$ cat src/rtl/imem_loader.sv
// Boot-time instruction-memory loader: assembles a big-endian byte stream into 32-bit words,
// writes them from word 0, then releases the core. Trailer checksum built with IMEM_LOADER_CHECKSUM_EN.
module imem_loader #(
  parameter int ADDR_W = 8
) (
  input  logic              clk,
  input  logic              rst_n,
  input  logic              start_i,
  input  logic [ADDR_W:0]   len_words_i,
  input  logic              byte_valid_i,
  input  logic [7:0]        byte_data_i,
  output logic              byte_ready_o,
  output logic              imem_we_o,
  output logic [ADDR_W-1:0] imem_addr_o,
  output logic [31:0]       imem_wdata_o,
  output logic              busy_o,
  output logic              done_o,
  output logic              err_o,
  output logic              core_run_o
);

  localparam logic [ADDR_W:0] MAX_LEN  = {1'b1, {ADDR_W{1'b0}}};
  localparam logic [ADDR_W:0] WCNT_ONE = {{ADDR_W{1'b0}}, 1'b1};

`ifdef IMEM_LOADER_CHECKSUM_EN
  typedef enum logic [2:0] {IDLE, LOAD, WRITE, CHECK, RUN} state_t;
`else
  typedef enum logic [2:0] {IDLE, LOAD, WRITE, RUN} state_t;
`endif

  function automatic logic [ADDR_W:0] clamp_len(input logic [ADDR_W:0] len);
    return (len > MAX_LEN) ? MAX_LEN : len;
  endfunction

  state_t            state_q, state_d;
  logic [ADDR_W:0]   len_q, len_d;
  logic [ADDR_W:0]   wcnt_q, wcnt_d;
  logic [1:0]        bcnt_q, bcnt_d;
  logic [31:0]       shift_q, shift_d;
  logic [ADDR_W-1:0] addr_q, addr_d;
  logic [31:0]       wdata_q, wdata_d;
  logic              ready_q, ready_d;
  logic              we_q, we_d;
  logic              busy_q, busy_d;
  logic              done_q, done_d;
  logic              run_q, run_d;
  logic              hs;
  logic [31:0]       shifted;
`ifdef IMEM_LOADER_CHECKSUM_EN
  logic [7:0]        csum_q, csum_d;
  logic [7:0]        csum_sum;
  logic              err_q, err_d;
`endif

  assign hs      = byte_valid_i && ready_q;
  assign shifted = {shift_q[23:0], byte_data_i};
`ifdef IMEM_LOADER_CHECKSUM_EN
  assign csum_sum = csum_q + byte_data_i;
`endif

  always_comb begin
    state_d = state_q;
    len_d   = len_q;
    wcnt_d  = wcnt_q;
    bcnt_d  = bcnt_q;
    shift_d = shift_q;
    addr_d  = addr_q;
    wdata_d = wdata_q;
    done_d  = 1'b0;
`ifdef IMEM_LOADER_CHECKSUM_EN
    csum_d  = csum_q;
    err_d   = err_q;
`endif
    case (state_q)
      IDLE, RUN: begin
        if (start_i) begin
          len_d  = clamp_len(len_words_i);
          wcnt_d = '0;
          bcnt_d = '0;
`ifdef IMEM_LOADER_CHECKSUM_EN
          csum_d = '0;
          err_d  = 1'b0;
`endif
          if (len_d == '0) begin
`ifdef IMEM_LOADER_CHECKSUM_EN
            state_d = CHECK;
`else
            state_d = RUN;
            done_d  = 1'b1;
`endif
          end else begin
            state_d = LOAD;
          end
        end
      end
      LOAD: begin
        if (hs) begin
          shift_d = shifted;
          bcnt_d  = bcnt_q + 2'd1;
`ifdef IMEM_LOADER_CHECKSUM_EN
          csum_d  = csum_sum;
`endif
          if (bcnt_q == 2'd3) begin
            state_d = WRITE;
            addr_d  = wcnt_q[ADDR_W-1:0];
            wdata_d = shifted;
          end
        end
      end
      WRITE: begin
        // The counter is one bit wider than the address so a full-depth image terminates cleanly.
        wcnt_d = wcnt_q + WCNT_ONE;
        if (wcnt_d == len_q) begin
`ifdef IMEM_LOADER_CHECKSUM_EN
          state_d = CHECK;
`else
          state_d = RUN;
          done_d  = 1'b1;
`endif
        end else begin
          state_d = LOAD;
        end
      end
`ifdef IMEM_LOADER_CHECKSUM_EN
      CHECK: begin
        if (hs) begin
          if (csum_sum == 8'd0) begin
            state_d = RUN;
            done_d  = 1'b1;
          end else begin
            state_d = IDLE;
            err_d   = 1'b1;
          end
        end
      end
`endif
      default: state_d = IDLE;
    endcase

    // Outputs are registered from the next state so they line up with the state register.
    ready_d = (state_d == LOAD);
    busy_d  = (state_d == LOAD) || (state_d == WRITE);
`ifdef IMEM_LOADER_CHECKSUM_EN
    ready_d = ready_d || (state_d == CHECK);
    busy_d  = busy_d  || (state_d == CHECK);
`endif
    we_d    = (state_d == WRITE);
    run_d   = (state_d == RUN);
  end

  always_ff @(posedge clk or negedge rst_n) begin
    if (!rst_n) begin
      state_q <= IDLE;
      len_q   <= '0;
      wcnt_q  <= '0;
      bcnt_q  <= '0;
      shift_q <= '0;
      addr_q  <= '0;
      wdata_q <= '0;
      ready_q <= 1'b0;
      we_q    <= 1'b0;
      busy_q  <= 1'b0;
      done_q  <= 1'b0;
      run_q   <= 1'b0;
    end else begin
      state_q <= state_d;
      len_q   <= len_d;
      wcnt_q  <= wcnt_d;
      bcnt_q  <= bcnt_d;
      shift_q <= shift_d;
      addr_q  <= addr_d;
      wdata_q <= wdata_d;
      ready_q <= ready_d;
      we_q    <= we_d;
      busy_q  <= busy_d;
      done_q  <= done_d;
      run_q   <= run_d;
    end
  end

`ifdef IMEM_LOADER_CHECKSUM_EN
  always_ff @(posedge clk or negedge rst_n) begin
    if (!rst_n) begin
      csum_q <= '0;
      err_q  <= 1'b0;
    end else begin
      csum_q <= csum_d;
      err_q  <= err_d;
    end
  end
  assign err_o = err_q;
`else
  assign err_o = 1'b0;
`endif

  assign byte_ready_o = ready_q;
  assign imem_we_o    = we_q;
  assign imem_addr_o  = addr_q;
  assign imem_wdata_o = wdata_q;
  assign busy_o       = busy_q;
  assign done_o       = done_q;
  assign core_run_o   = run_q;

endmodule

$ cat config.mk
export PLATFORM = sky130hd
export DESIGN_NAME = imem_loader
export DESIGN_NICKNAME = d
export VERILOG_FILES = /design/src/rtl/imem_loader.sv
export SDC_FILE = /design/constraint.sdc
export NUM_CORES = 1
export LEC_CHECK = 0
export CORE_MARGIN = 2
export CORE_UTILIZATION = 50
export CTS_BUF_LIST = sky130_fd_sc_hd__clkbuf_4
export CTS_CLUSTER_SIZE = 24
export DETAILED_ROUTE_END_ITERATION = 12
export HOLD_SLACK_MARGIN = 0.06
export PLACE_DENSITY = 0.81
export SLEW_MARGIN = 20
export SYNTH_ARGS = -nofsm -noshare
export SYNTH_HDL_FRONTEND = slang
export SYNTH_SLANG_ARGS = --single-unit
$ cat constraint.sdc
create_clock -name clk -period 4.4 [get_ports clk]
set_input_delay 1.32 -clock clk [delete_from_list [all_inputs] [get_ports clk]]
set_output_delay 1.32 -clock clk [all_outputs]
set_load 0.05 [all_outputs]
==> out/qor.yml <==
run_status:
  status: "complete, no violations"
worst_setup_path:
  cp_num_buf_inv: 1
  cp_slowest_stage_delay_ns: 0.80
  timing.rr.end: "busy_o"
  crit_type: "reg -> out"
  slowest_stage: "clkdlybuf4s50_1"
  critPathTopFamily: "buffers and inverters"
  ff2ff_path_depth: 5
  path_cells: "clkdlybuf4s50_1"
  crit_fanout: 2
  startpoint_type: "flop"
  arrival_ns: 1.64
  crit_required_ns: 3.08
  r2r_setup_slack_ns: 2.17
  endpoint_kind: "output pin"
  r2r-start: "wcnt_q[0]"
synthesis:
  async_reset_ff_share_pct: 100
  ys.flop_type: "dfrtp_1"
  synth_cells: 306
  synth_seq_area_share_pct: 57.9
  synth_edf_count: 0
  synth.most_common_cell: "dfrtp_1"
  synth_area_um2: 3980
  ys_seq_elements: 92
  ys_warn_count: 0
  synthTopCellsByArea: "dfrtp_1 (58%), mux2_2 (18%), nand2_1 (3.0%)"
  synth.largest_area_cell: "dfrtp_1"
  synth_top_area_share_pct: 57.9
  synth_cell_types: 48
  synth_common_cells: "dfrtp_1 (92), mux2_2 (64), nand2_1 (32)"
  synth.avg_cell_area_um2: 13.0
clocking:
  htreeDepth: 3
  numCtsBuffers: 9
  cts_hold_buffers: 0
  cts_tree: "yes"
  cts.sink_count: 92
  cts_max_path_buffers: 2
  ctsResizeCount: 0
  clockRootBuffer: "clkbuf_4"
  post_cts_buffers: 0
  path_clk_slew_ns: 0.16
  clk_latency_ns: 0.44
power_and_ir_drop:
  pwr-share-seq_pct: 62.9
  pwr-share-clk_pct: 27.5
  cellLeakagePower_nw: 2.24
  p_comb_share_pct: 9.6
  power_density_nw_per_um2: 315
  p_int_w: 0.00111
  vdd_drop_max_uv: 156
  p_sw_w: 0.000407
  sw_frac_of_total_pct: 26.8
timing:
  finalClockSkew_ns: 0.0285
  hold_violations: 0
  tns_ns: 0
  fmax_mhz: 338
  setup-violations-final: 0
  grt_setup_unrepaired: "no"
  min_period_ns: 2.96
  fin_crit_sh_pct: 67.2
  tightest_slew_ns: 0.558
  timing.slew.headroom_pct: 62.8
  slew_violations: 0
  holdWs_ns: 0.509
floorplanning:
  coreArea_um2: 7730
  initial_core_util_pct: 51.5
  rows: 32
  die_w_um: 93.2
  die_h_um: 93.2
  boundaryPins: 67
  die_area_um2: 8680
detailed_routing:
  wl_mm: 7.00
  remaining_drc_errors: 0
  wl_per_cell_um: 14.7
  avgViaCountPerCell: 5.41
  drt_first_pass_iters: 4
  drt-initial-drc-count: 134
  ant_nets: 0
  dr_total_vias: 2580
placement:
  routabilityCongestion: 0.774
  place_hpwl_mm: 4.91
  dpl-instance-area_um2: 4700
  port_buffers: 65
layout:
  area_growth_pct: 21.4
  seq_area_um2: 2300
  multi_input_area_um2: 1590
  postLayoutCellArea_um2: 4830
  drive_gt1_share_pct: 25.6
  fin_nets: 393
  diodes: 0
  fin_util_pct: 62.5
  nFillCells: 618
min_path:
  holdCritPathClass: "reg -> reg"
  whs_path_depth: 2
  worstHoldStart: "len_q[1]"
  min_to: "len_q[1]"
global_routing:
  grt_use_total_pct: 17.9
  grt_overflow: 0
  first_global_vias: 2610
  grt_pass1_wl_mm: 12.2
  grt_max_degree: 47
  antenna_found_initial: 0
flow_run:
  cap_violations: 0
cell usage in the layout, fill, tap and decap left out, types with 2 or more instances in the layout:
master	count
nor3_4	2
nand2_1	32
clkbuf_4	9
o21ai_0	11
a211oi_1	2
nand4_1	2
nor3b_2	3
o21ai_1	3
mux2_2	64
clkinv_4	2
and3_1	3
nor2_1	7
nand3_1	7
nand3b_1	10
nor2b_1	2
nand4bb_1	2
dfrtp_1	92
o41ai_1	3
conb_1	2
clkdlybuf4s50_1	64
o31ai_1	2
or4_1	2
a31oi_1	2
nor3_1	4
inv_6	2
ha_1	2
buf_4	6
xor2_1	7
xnor2_1	4
flip-flops by register name (all words and copies together) (netlist names):
register      cells
core_run_o        1
imem_we_o         1
imem_wdata_o     32
len_q             9
done_o            1
shift_q          24
bcnt_q            2
busy_o            1
wcnt_q            9
byte_ready_o      1
state_q           3
imem_addr_o       8
stage by stage:
stage,worst slack [ns],power [W],instances
6_report,1.44,0.00152,477
5_1_grt,1.36,0.00160,477
4_1_cts,1.40,0.00154,477
3_5_place_dp,1.21,0.00112,461
3_3_place_gp,1.26,0.00111,461
2_1_floorplan,1.94,0.00105,307
layer usage:
| layer | global-route usage (%) | up-vias | share of wire [%] |
|---|---|---|---|
| met5 | 0 | - | 0 |
| met4 | 9.19 | 0 | 2.3 |
| met3 | 3.71 | 13 | 4.4 |
| met2 | 27.8 | 63 | 47 |
| met1 | 24.0 | 1281 | 46 |
| li1 | - | 1223 | - |
power groups by stage:
stage	clock, W	sequential (W)	combinational [W]
2_1_floorplan	0	0.000960	0.0000926
3_5_place_dp	0	0.000973	0.000148
5_1_grt	0.000472	0.000967	0.000164
4_1_cts	0.000438	0.000956	0.000149
3_3_place_gp	0	0.000968	0.000143
6_report	0.000418	0.000955	0.000146
worst max-delay path by stage:
stage                                start          endpoint  slack, ns  cells after the start
final                     imem_wdata_o[15]  imem_wdata_o[15]       1.44                      1
after global routing      imem_wdata_o[14]  imem_wdata_o[14]       1.36                      1
after CTS                     byte_ready_o      byte_ready_o       1.40                      1
after detailed placement      byte_valid_i    imem_addr_o[1]       1.21                      5
after global placement        byte_valid_i  imem_wdata_o[17]       1.26                      5
after floorplan               byte_valid_i        shift_q[5]       1.94                      4
tightest hold or removal path: stages (launching register included):
cell and delay (ns):
dfrtp_1 0.39, nand2_1 0.05, nand2_1 0.05
cell families after synthesis:
| family | Yosys count | synth area share [%] |
|---|---|---|
| xor+xnor | 11 | 2.42 |
| mux | 66 | 18.7 |
| flops | 92 | 57.9 |
| other cells | 1 | 0.0943 |
| buf+inv | 18 | 2.45 |
| compound gates | 33 | 5.82 |
| simple gates | 83 | 12.0 |
| fa+ha+maj | 2 | 0.629 |
final cells by class:
| class | instances | area share [%] |
|---|---|---|
| Tap cell | 102 | 2.64 |
| Sequential cell | 92 | 47.7 |
| Multi-Input combinational cell | 197 | 32.9 |
| Clock buffer | 9 | 1.40 |
| Clock inverter | 7 | 1.19 |
| Timing Repair Buffer | 70 | 14.2 |
(Power assumes the default switching activity.)
